===== config.mk =====
export PLATFORM = sky130hd
export DESIGN_NAME = cpu_run_control
export DESIGN_NICKNAME = d
export VERILOG_FILES = /design/src/rtl/cpu_run_control.sv
export SDC_FILE = /design/constraint.sdc
export NUM_CORES = 1
export LEC_CHECK = 0
export BUFFER_PORTS_ARGS = -buffer_cell sky130_fd_sc_hd__buf_2
export CORE_AREA = 2 2 76 78
export CTS_BUF_LIST = sky130_fd_sc_hd__clkbuf_2 sky130_fd_sc_hd__clkbuf_4 sky130_fd_sc_hd__clkbuf_8
export DETAILED_ROUTE_END_ITERATION = 7
export DIE_AREA = 0 0 78 80
export PLACE_DENSITY = 0.75
export SLEW_MARGIN = 25
export SYNTH_ARGS = -nofsm -noshare
export SYNTH_HDL_FRONTEND = slang
export SYNTH_SLANG_ARGS = --single-unit

===== constraint.sdc =====
create_clock -name clk -period 3.6 [get_ports clk]
set_clock_uncertainty 0.15 [all_clocks]
set_input_delay 0.36 -clock clk [delete_from_list [all_inputs] [get_ports clk]]
set_output_delay 0.36 -clock clk [all_outputs]
set_load 0.05 [all_outputs]

===== src/rtl/cpu_run_control.sv =====
// rtl/cpu_run_control.sv - execution-rate controller producing single-cycle CPU enable strobes
module cpu_run_control #(
    parameter int SLOW_DIV = 50_000_000,
    parameter int FAST_DIV = 5_000_000
) (
    input  logic        clk,
    input  logic        resetn,
    input  logic        btn_run,
    input  logic        btn_step,
    input  logic        turbo,
    input  logic        bp_enable,
    input  logic [7:0]  bp_addr,
    input  logic [7:0]  instruction_pointer,
    output logic        enable,
    output logic [1:0]  state,
    output logic [15:0] instr_count
);
    localparam int CW = $clog2(SLOW_DIV) + 1;
    localparam logic [CW-1:0] SLOW_LIM = CW'(SLOW_DIV - 1);
    localparam logic [CW-1:0] FAST_LIM = CW'(FAST_DIV - 1);

    typedef enum logic [1:0] {
        HALT  = 2'd0,
        RUN   = 2'd1,
        STEP  = 2'd2,
        BREAK = 2'd3
    } state_t;

    state_t        cur_state;
    state_t        next_state;
    logic [2:0]    run_sync;
    logic [2:0]    step_sync;
    logic          run_p;
    logic          step_p;
    logic          tc;
    logic          bp_hit;
    logic          skip;
    logic          skip_set;
    logic          enable_next;
    logic [CW-1:0] div_cnt;

    // Bits [1:0] synchronise the raw button, bit [2] is the edge-detector history.
    always_ff @(posedge clk or negedge resetn) begin
        if (!resetn) begin
            run_sync  <= '0;
            step_sync <= '0;
        end else begin
            run_sync  <= {run_sync[1:0], btn_run};
            step_sync <= {step_sync[1:0], btn_step};
        end
    end

    assign run_p  = run_sync[1] & ~run_sync[2];
    assign step_p = step_sync[1] & ~step_sync[2];

    // >= rather than == so a turbo switch past the new limit fires immediately.
    assign tc     = div_cnt >= (turbo ? FAST_LIM : SLOW_LIM);
    assign bp_hit = bp_enable && (instruction_pointer == bp_addr) && !skip;

    always_comb begin
        next_state  = cur_state;
        enable_next = 1'b0;
        skip_set    = 1'b0;
        case (cur_state)
            HALT: begin
                if (run_p) begin
                    next_state = RUN;
                end else if (step_p) begin
                    next_state  = STEP;
                    enable_next = 1'b1;
                end
            end
            RUN: begin
                if (run_p) begin
                    next_state = HALT;
                end else if (tc && bp_hit) begin
                    next_state = BREAK;
                end else if (tc) begin
                    enable_next = 1'b1;
                end
            end
            STEP: begin
                next_state = HALT;
            end
            BREAK: begin
                if (run_p) begin
                    next_state = RUN;
                    skip_set   = 1'b1;
                end else if (step_p) begin
                    next_state  = STEP;
                    enable_next = 1'b1;
                end
            end
            default: begin
                next_state = HALT;
            end
        endcase
    end

    always_ff @(posedge clk or negedge resetn) begin
        if (!resetn) begin
            cur_state   <= HALT;
            enable      <= 1'b0;
            instr_count <= '0;
            div_cnt     <= '0;
            skip        <= 1'b0;
        end else begin
            cur_state <= next_state;
            enable    <= enable_next;
            if (enable_next && (instr_count != 16'hFFFF)) begin
                instr_count <= instr_count + 16'd1;
            end
            if ((cur_state == RUN) && (next_state == RUN) && !tc) begin
                div_cnt <= div_cnt + CW'(1);
            end else begin
                div_cnt <= '0;
            end
            // Lets the resumed run release the breakpoint instruction once.
            if (skip_set) begin
                skip <= 1'b1;
            end else if (instruction_pointer != bp_addr) begin
                skip <= 1'b0;
            end
        end
    end

    assign state = cur_state;

endmodule


Word level (Yosys, flattened, before mapping) --
Cells that the tools add are included.
Storage, ports and cells: register bits 53, bits in latches 0, RAM bits 0, ROM bits 0, input port bits 22, output and inout port bits 19, logic and storage cells 49, memories 0
Cells by class: $add $sub $neg 2, multiply operators 0, div/mod/pow operators 0, $lt $le $gt $ge 1, eq/ne operators 7, shift operators 0, muxes and demuxes 17, bitwise gates (word level) 4, reductions and logical operators 11
Operators by type and width (count):
- adder 27 x 1 -> 27 bit (second input constant) | 1
- >= comparator 27 x 26 -> 1 bit | 1
- 2-to-1 mux 27 bit | 1
- 2-to-1 mux 26 bit | 1
- adder 16 x 1 -> 16 bit (second input constant) | 1
- inequality test 16 bit (second input constant) | 1
- 2-to-1 mux 1 bit | 9
- == test 8 bit | 1
- 2-to-1 mux 2 bit | 4
- inequality test 8 bit | 1
- logical AND 1 bit | 6
- case mux 2 bit (3 select lines) | 1
- == test 2 x 1 -> 1 bit (second input constant) | 2
- == test 2 bit (second input constant) | 2
- AND 1 bit | 2
- logical NOT 1 bit | 2
- logical NOT 2 bit | 1
- NOT 1 bit | 2
- case mux 1 bit (2 select lines) | 1
- nonzero test 2 bit | 1
- OR reduction 2 bit | 1

Depth between registers and ports, before layout --
word-level depth 11, mapped depth 10, depth with buffers taken out 9

Worst setup path before layout --
Ideal clock, no wire load.
kind register to register, start register div_cnt[25], end register instr_count[1], library setup time 0.125 ns, arrival 2.489 ns, data required time 3.325 ns, path slack 0.836 ns, stages on the path, launching flop included 9, path buffers 0, period minus slack after synthesis 2.764 ns, cell sequence dfrtp_1 -> ha_1 -> nand3_1 -> or4_1 -> a2111o_1 -> o211a_2 -> o21ai_4 -> and2_1 -> mux2_2
On the way: cells in the longest elaborated chain, start to end 6, elaborated cells on any way between the ends 7, those cells by class order compare (1); mux (4); reduce/logical (2)
RTL lines:
- from (decl) | RTL line 40 | logic [CW-1:0] div_cnt;
- from (signal assigned) | RTL line 114 | div_cnt <= div_cnt + CW'(1);
- >= comparator 27 x 26 -> 1 bit * | RTL line 57 | assign tc = div_cnt >= (turbo ? FAST_LIM : SLOW_LIM);
- 2-to-1 mux 1 bit or logical AND 1 bit (tied branches) | RTL line 78, 76
- 2-to-1 mux 1 bit * | RTL line 76 | end else if (tc && bp_hit) begin
- 2-to-1 mux 1 bit * | RTL line 74 | if (run_p) begin
- case mux 1 bit (2 select lines) * | RTL line 64 | case (cur_state)
- logical AND 1 bit * | RTL line 110 | if (enable_next && (instr_count != 16'hFFFF)) begin
- to (signal assigned) | RTL line 111 | instr_count <= instr_count + 16'd1;
- to (decl) | RTL line 16 | output logic [15:0] instr_count
Mark *: on every way between the ends. The rest lies on a longest branch, timed or not. A chain may end at the register's enable or synchronous reset.

Worst setup path after layout --
Ends and elaborated chain as after synthesis.

==> run metrics <==
Achievable Freq=317 MHz; RSZ-0062 raised after global routing=no; worst hold path class=reg -> reg; R2R Path End=instr_count[1]$_DFFE_PN0P_; Post-CTS Hold Fix Bufs=3; number of gates resized after CTS=0; # setup viols final=0; Site Rows=27; maximum vdd drop=373 uV; Slew HR=59.6%; DRT Pass-1 Iters=4; met3 Use GR=about 3.7%; vias in the first global route=roughly 2200; CTS root buffer=clkbuf_8; worst path bufs/invs=0; clock slew at reported path FFs=90 ps; pwr/cell area=438 nW/um^2; Worst Tran Pin Value=between 600 and 700 ps; initial antenna violation count=0; Buffers on Ports=40; CTS tree=done; status=complete, no violations; Die Height=80 um; Leak=1.45 nW; Syn Area/Cell=10.1 um^2; dpl cells=395; nets=approximately 370; Top Usage Layer GRT=met2; core area=around 5400 um^2; Synth Instances=285; critical-path maximum fanout=17; FF-to-FF setup slack=approximately 440 ps; CP Launch Type=flop; largest net degree at the start of global routing=36; Post-synth top cells=dfrtp_1 (53), nor2_1 (38), nand3_1 (22), xnor2_1 (22), xor2_1 (21); Final ANT Viol Nets=0; Setup Total Neg Slack=0 ps; All-Layer GR Usage=between 10% and 20%; sequential share of the synthesized area=46.1%; H-tree level count=2; Cell variety after synth=41; final hold vios=0; Critical Path Max Stage Delay=~540 ps; grt met2 use=31.7%; Num CTS Buffers=5; Initial Util=between 50% and 60%; Final min period=~3200 ps; Vias=2222; total grt overflow=0; hpwl dp=~4000 um; DRT iter0 DRCs=approximately 110; final worst-path cycle share=~90%; Synth area leader=dfrtp_1; Synth Flop Type=dfrtp_1; most area-consuming cells after synthesis=dfrtp_1 (46%), ha_1 (8.3%), xnor2_1 (6.7%); Wirelength per Cell=around 14 um; CP delay by family, top=compound AO/OA/AOI/OAI gates; worst reg-to-reg path cell count=8; WP data required=between 3000 and 4000 ps; async set or reset register ratio after synthesis=100%; die width=78 um; area grow syn2layout=14.8%; Critical R2R Launch=div_cnt[25]$_DFF_PN0_; max-cap viol count=0; CP arrival=3210 ps; Post-synth EDFFs=0; deepest clock path buffer count=2; count leader, synth=dfrtp_1; HP Start=step_sync[0]$_DFF_PN0_; Synthesized Nets=around 330; Post-CTS Setup Repair Bufs=0; crit-path cells=ha_1, nand3_1, or4_1, a2111o_1, o211a_2, o21ai_4, and2_1, mux2_2; Slowest-stage cell, CP=or4_1; WL final=around 5500 um; Synth Warn #=0; met1 GRT Util=26.5%; WS Path Type=reg -> reg; hold depth=0; # diodes=0; die area=between 6000 and 7000 um^2; drc violations=0; CTS sink cnt=53; first-pass GRT wire length=9860 um; Top Ports=41; Hold Path Sink=step_sync[1]$_DFF_PN0_; #FFs+latches synth=53; Yosys top cell area share=a little under half; non-filler cells, final=roughly 410; clk_lat worst skew=about 310 ps; routability cong.=~0.8; Post-Syn Area=approximately 2900 um^2; max-slew violation count=0; vias per std cell=5.47; Setup crit end kind=flop; layout cell share with drive strength beyond 1=between 10% and 20%
==> routing by layer <==
metal | up-vias | part of all wire, %
met1 | 1066 | 48
met5 | - | 0
li1 | 1105 | -
met4 | 0 | 2.1
met3 | 9 | 3.7
met2 | 42 | 47
==> worst max path at each step <==
stage                                 end  cells after the start  slack (ps)                  start
2_1_floorplan  instr_count[1]$_DFFE_PN0P_                      8         840  div_cnt[25]$_DFF_PN0_
3_3_place_gp   instr_count[1]$_DFFE_PN0P_                      9         420                  turbo
3_5_place_dp   instr_count[1]$_DFFE_PN0P_                      9         310                  turbo
4_1_cts        instr_count[1]$_DFFE_PN0P_                      8         460  div_cnt[25]$_DFF_PN0_
5_1_grt        instr_count[1]$_DFFE_PN0P_                      8         350  div_cnt[25]$_DFF_PN0_
6_report       instr_count[1]$_DFFE_PN0P_                      8         440  div_cnt[25]$_DFF_PN0_
==> report_power, final <==
group | total [mW] | internal [mW] | switching [mW]
Clock | 0.409 | 0.216 | 0.193
Sequential | 0.678 | 0.634 | 0.0443
Combinational | 0.359 | 0.111 | 0.248
==> cell usage in the layout, fill, tap and decap left out, types with 4 or more instances in the layout <==
master    count
nor2b_1       4
clkbuf_8      5
nand3_1      22
and2_1        4
xnor2_1      22
ha_1         19
a21oi_1       7
o21ai_0       5
buf_2        40
nand4_1      14
xor2_1       21
or3_1         4
inv_1         8
nor4_1        5
and3_1        7
nand2_1      17
nor2_1       38
dfrtp_1      53
==> stage by stage <==
step	setup WS, ps	total power, mW	hold WS (ps)	instance area [um^2]	utilization (%)
floorplan	836	0.948	-85.6	2880	-
global placement	419	1.04	172	3160	58.4
detailed placement	313	1.05	177	3160	58.4
CTS	455	1.46	224	3300	61.1
global route	346	1.52	231	3300	61.1
finish	442	1.45	219	3300	61.1
==> cells by family (layout without fill, tap and decap cells) <==
kind of cell | after synthesis | after routing | share of synthesized area [%]
XOR/XNOR | 43 | 43 | 13.1
flip-flops | 53 | 53 | 46.1
AND/OR/NAND/NOR | 128 | 128 | 22.5
adder cells (fa/ha/maj) | 19 | 19 | 8.27
multiplexers | 2 | 2 | 0.783
buffers and inverters | 12 | 61 | 1.91
AO/OA/AOI/OAI | 28 | 28 | 7.27
==> registers in the layout, indices dropped and copies added, names as in the netlist <==
name / cells
enable: 1
step_sync: 3
state: 2
skip: 1
instr_count: 16
div_cnt: 27
run_sync: 3
==> area by class of cell <==
cell class	count	area (um^2)
clock inverters	2	38.8
fillers	451	2100
flip-flops and latches	53	1330
multi-input cells	220	1490
inverters	8	30.0
well taps	72	90.1
clock buffers	6	76.3
repair buffers	45	245
(Power assumes the default switching activity.)
